<file path="src/rtl/moore_run_detector.sv">
// ---------------------------------------------------------------------------
// moore_run_detector
// Moore-style run-length detector. Tracks the current run of "matching" bits
// on serial input w (ones when Mode=0, zeros when Mode=1) and raises z while
// the run has reached the programmable threshold. Also provides a one-cycle
// rising-edge pulse and a saturating count of HIT entries.
//
// Parameters:
//   CW      width of run-length counter and Thresh (max run 2^CW-1)
//   EVW     width of hit-event counter
// Ports:
//   Clock   rising-edge clock
//   Resetn  asynchronous active-low reset
//   En      advance enable; 0 holds all state
//   Clear   synchronous clear of FSM and counters (overrides En)
//   Mode    0 = runs of 1s, 1 = runs of 0s
//   Thresh  run length required for a hit; 0 behaves as 1
//   w       serial data bit
//   z       high while FSM is in HIT (registered)
//   z_rise  one-cycle pulse on HIT entry (registered)
//   run_len current run length, saturating
//   evt_cnt number of IDLE/RUN->HIT entries, saturating
// ---------------------------------------------------------------------------
module moore_run_detector #(
    parameter int CW  = 4,
    parameter int EVW = 8
) (
    input  logic           Clock,
    input  logic           Resetn,
    input  logic           En,
    input  logic           Clear,
    input  logic           Mode,
    input  logic [CW-1:0]  Thresh,
    input  logic           w,
    output logic           z,
    output logic           z_rise,
    output logic [CW-1:0]  run_len,
    output logic [EVW-1:0] evt_cnt
);

    typedef enum logic [1:0] {
        ST_IDLE = 2'b00,
        ST_RUN  = 2'b01,
        ST_HIT  = 2'b10
    } state_t;

    localparam logic [CW-1:0]  RUN_MAX = {CW{1'b1}};
    localparam logic [EVW-1:0] EVT_MAX = {EVW{1'b1}};

    state_t         state_r;
    logic           z_r;
    logic           z_rise_r;
    logic [CW-1:0]  run_len_r;
    logic [EVW-1:0] evt_cnt_r;

    logic           m_s;
    logic           state_ok_s;
    logic [CW-1:0]  thr_s;
    logic [CW-1:0]  run_inc_s;
    logic [EVW-1:0] evt_inc_s;

    // Next-value helpers: match bit, effective threshold, saturating increments.
    always_comb begin
        m_s        = w ^ Mode;
        state_ok_s = (state_r == ST_IDLE) || (state_r == ST_RUN) || (state_r == ST_HIT);
        if (Thresh == {CW{1'b0}}) begin
            thr_s = CW'(1'b1);
        end else begin
            thr_s = Thresh;
        end
        if (run_len_r == RUN_MAX) begin
            run_inc_s = RUN_MAX;
        end else begin
            run_inc_s = run_len_r + CW'(1'b1);
        end
        if (evt_cnt_r == EVT_MAX) begin
            evt_inc_s = EVT_MAX;
        end else begin
            evt_inc_s = evt_cnt_r + EVW'(1'b1);
        end
    end

    // FSM, run/event counters and registered z / z_rise.
    always_ff @(posedge Clock or negedge Resetn) begin
        if (!Resetn) begin
            state_r   <= ST_IDLE;
            run_len_r <= {CW{1'b0}};
            evt_cnt_r <= {EVW{1'b0}};
            z_r       <= 1'b0;
            z_rise_r  <= 1'b0;
        end else if (Clear) begin
            state_r   <= ST_IDLE;
            run_len_r <= {CW{1'b0}};
            evt_cnt_r <= {EVW{1'b0}};
            z_r       <= 1'b0;
            z_rise_r  <= 1'b0;
        end else if (!state_ok_s) begin
            // Corrupted encoding: recover regardless of En.
            state_r   <= ST_IDLE;
            run_len_r <= {CW{1'b0}};
            z_r       <= 1'b0;
            z_rise_r  <= 1'b0;
        end else if (!En) begin
            z_rise_r  <= 1'b0;
        end else if (!m_s) begin
            state_r   <= ST_IDLE;
            run_len_r <= {CW{1'b0}};
            z_r       <= 1'b0;
            z_rise_r  <= 1'b0;
        end else begin
            run_len_r <= run_inc_s;
            case (state_r)
                ST_IDLE, ST_RUN: begin
                    if (run_inc_s >= thr_s) begin
                        state_r   <= ST_HIT;
                        z_r       <= 1'b1;
                        z_rise_r  <= 1'b1;
                        evt_cnt_r <= evt_inc_s;
                    end else begin
                        state_r   <= ST_RUN;
                        z_r       <= 1'b0;
                        z_rise_r  <= 1'b0;
                    end
                end
                ST_HIT: begin
                    // Threshold changes never drop HIT; only a mismatch does.
                    state_r  <= ST_HIT;
                    z_r      <= 1'b1;
                    z_rise_r <= 1'b0;
                end
                default: begin
                    state_r  <= ST_IDLE;
                    z_r      <= 1'b0;
                    z_rise_r <= 1'b0;
                end
            endcase
        end
    end

    assign z       = z_r;
    assign z_rise  = z_rise_r;
    assign run_len = run_len_r;
    assign evt_cnt = evt_cnt_r;

endmodule
</file>
<file path="config.mk">
export PLATFORM = sky130hd
export DESIGN_NAME = moore_run_detector
export DESIGN_NICKNAME = d
export VERILOG_FILES = /design/src/rtl/moore_run_detector.sv
export SDC_FILE = /design/constraint.sdc
export NUM_CORES = 1
export LEC_CHECK = 0
export ABC_AREA = 0
export CORE_UTILIZATION = 45
export CTS_BUF_LIST = sky130_fd_sc_hd__clkbuf_8
export CTS_CLUSTER_DIAMETER = 60
export DETAILED_ROUTE_END_ITERATION = 8
export GPL_TIMING_DRIVEN = 0
export HOLD_SLACK_MARGIN = 0.12
export PLACE_DENSITY = 0.78
export RECOVER_POWER = 100
export SETUP_SLACK_MARGIN = 0.3
export SYNTH_ARGS = -nofsm -noshare
export SYNTH_HDL_FRONTEND = slang
export SYNTH_SLANG_ARGS = --single-unit
</file>
<file path="constraint.sdc">
create_clock -name Clock -period 2.1 [get_ports Clock]
set_clock_uncertainty 0.05 [all_clocks]
set_input_delay 0.21 -clock Clock [delete_from_list [all_inputs] [get_ports Clock]]
set_output_delay 0.21 -clock Clock [all_outputs]
set_load 0.02 [all_outputs]
</file>
==> out/metrics.yaml <==
cts:
  cts_max_level: 1
  numCtsBuffers: 3
  cts_sinks: 15
  clock_path_buffers: 2
  tritoncts: "built"
  clkTransAtPathRegs_ns: 0.07
  cts-root-buf: "clkbuf_8"
  clock_latency_ns: 0.24
outcome:
  failed_checks: "negative setup slack"
  status: "finished with violations"
cells_and_area:
  drive_above_1_share: 0.341
  antenna_cells_inserted: 0
  final_common_cell: "clkdlybuf4s50_1"
  final_cell_mix: "22 x clkdlybuf4s50_1, 12 x dfrtp_1, 7 x buf_4"
  area_growth_pct: 53.5
  stdcell_count: 153
  fin_util: 0.734
  fill_cells: 150
  final_nets: 143
yosys:
  synth_edf_count: 0
  synth_nets: 107
  synth_cell_types: 38
  syn_area_um2: 928
  synth-warning-count: 0
  async_flop_share: 1.00
  ys_seq_area_frac: 0.404
  ys_seq_elements: 15
  postSynthAreaPerCell_um2: 10.2
  synth_ff_type: "dfrtp_1"
  synthCells: 91
drt:
  dr.pass1.iters: 4
  wl_per_cell_um: 14.7
  wirelength_um: 2250
  route.detailed.drc: 0
  vias: 883
  detail_route.vias_per_cell: 5.77
  ant_nets: 0
  initialDrtViolationCount: 7
timing:
  tightest_slew_ns: 0.682
  slew_viol_final: 0
  layout_setup_ws_ns: -0.183
  fin_crit_ns: 2.28
  setup_violations: 10
  finalCritPeriodShare: 1.09
  rsz0062_at_grt: "true"
  relSlewSlack: 0.544
  fmaxAchievable_mhz: 438
  finalHoldViolations: 0
global_routing:
  met2_usage: 0.411
  top_usage_layer: "met2"
  grt_pass1_vias: 838
  antenna_found_initial: 0
  met3_usage: 0.0377
  overflow: 0
  grt_util_all_layers: 0.219
  use_met1: 0.254
  grt_pass1_wl_um: 3480
  grt_max_degree: 16
worst_setup_path:
  start_kind: "flip-flop"
  worstSetupEndpointType: "flip-flop"
  arrival_ns: 2.33
  cp_max_fo: 5
  required_ns: 2.15
  path_class: "flip-flop to flip-flop"
place:
  placed_cells: 141
  io_buffers: 23
  gp_congestion: 0.771
  place_ws_ns: -0.340
  hpwl_um: 1610
hold_path:
  hp-class: "primary input to async pin"
pwr:
  irDropWorstVdd_uv: 387
  leakagePower_nw: 0.557
  p_total_mw: 0.664
  p_per_area_nw_per_um2: 466
die:
  io_pins: 24
  die_area_um2: 2250
  die_w_um: 47.4
  rows: 16
  coreArea_um2: 1940
  die_h_um: 47.4
  start_util: 0.478
flow_run:
  maxCapViolations: 0
## routing by layer
| metal | vias up | wire [µm] | share of wire |
|---|---|---|---|
| li1 | 415 | - | - |
| met1 | 440 | 938 | 0.42 |
| met2 | 26 | 1210 | 0.54 |
| met3 | 2 | 97 | 0.043 |
| met4 | 0 | 3 | 0.0013 |
| met5 | - | 0 | 0 |
## area by class of cell
cell class	instances	area, µm²	area share
Inverter	6	22.5	0.0158
Multi-Input combinational cell	68	632	0.443
Tap cell	27	33.8	0.0237
Sequential cell	15	379	0.266
Buffer	2	15.0	0.0105
Timing Repair Buffer	31	294	0.206
Clock inverter	1	7.51	0.00527
Clock buffer	3	41.3	0.0290
## metrics by stage
stage	TNS, ns	hold slack (ns)	cell area [µm²]
6_report	-1.02	0.395	1430
5_1_grt	-2.21	0.464	1430
4_1_cts	-1.14	0.347	1400
3_5_place_dp	-2.65	0.504	1260
3_3_place_gp	-2.10	0.478	1260
2_1_floorplan	-0.124	-0.136	997
## worst paths after layout
path | to | cells after the start | slack [ns] | startpoint
max | evt_cnt[7] | 10 | -0.18 | run_len[0]
min | state_r[1] | 1 | 0.39 | Resetn
max reg2reg | evt_cnt[7] | 10 | -0.18 | run_len[0]
min reg2reg | state_r[0] | 1 | 0.53 | state_r[1]
max in group asynchronous | run_len[2] | 1 | 1.13 | Resetn
min in group Clock | state_r[0] | 1 | 0.53 | state_r[1]
## state kept, by name, summed over array words and instances (netlist names)
register  count
evt_cnt       8
run_len       4
state_r       2
z_rise        1
## cells by family (layout without fill, tap and decap cells)
logic type / Yosys count / count (layout) / share of synthesized area
and+or+nand+nor: 35 / 35 / 0.217
AOI/OAI and AO/OA: 26 / 26 / 0.248
DFF: 15 / 15 / 0.404
buffers and inverters: 8 / 43 / 0.0404
adders and majority gates: 6 / 6 / 0.0809
xor gates and xnor gates: 1 / 1 / 0.00944
## cell usage after synthesis, types with 2 or more instances
cell type | instances | area, µm²
dfrtp_1 | 15 | 375
nor2_1 | 8 | 30.0
a21oi_1 | 6 | 30.0
ha_1 | 6 | 75.1
inv_1 | 6 | 22.5
nand2_1 | 5 | 18.8
nor3_1 | 4 | 20.0
a311oi_1 | 3 | 26.3
a32o_1 | 3 | 30.0
nand3_1 | 3 | 15.0
a211oi_1 | 2 | 15.0
and2_1 | 2 | 12.5
and4_1 | 2 | 17.5
o21ai_0 | 2 | 10.0
## critical path, cell delays in order, from the launching register on
cell and delay [ns]:
dfrtp_2 0.45, ha_4 0.19, nand3_2 0.08, and2_4 0.16, ha_4 0.19, nand2b_4 0.14, a2111oi_4 0.38, nor3_4 0.10
buf_6 0.15, a41oi_2 0.21, a311oi_2 0.05
## power breakdown
group          switching, mW  total, mW  internal, mW
clock network          0.101      0.234         0.133
logic                 0.0608      0.128        0.0675
registers            0.00741      0.302         0.295
## what timing repair did
item / in CTS / in global routing
hold buffers: 0 / 0
endpoints found under the setup margin: 11 / 11
resized for setup: 8 / 5
pin swaps: 6 / 4
setup buffers: 6 / 1
cloned: 1 / 0
No activity file was read; power rests on OpenSTA's default activity.
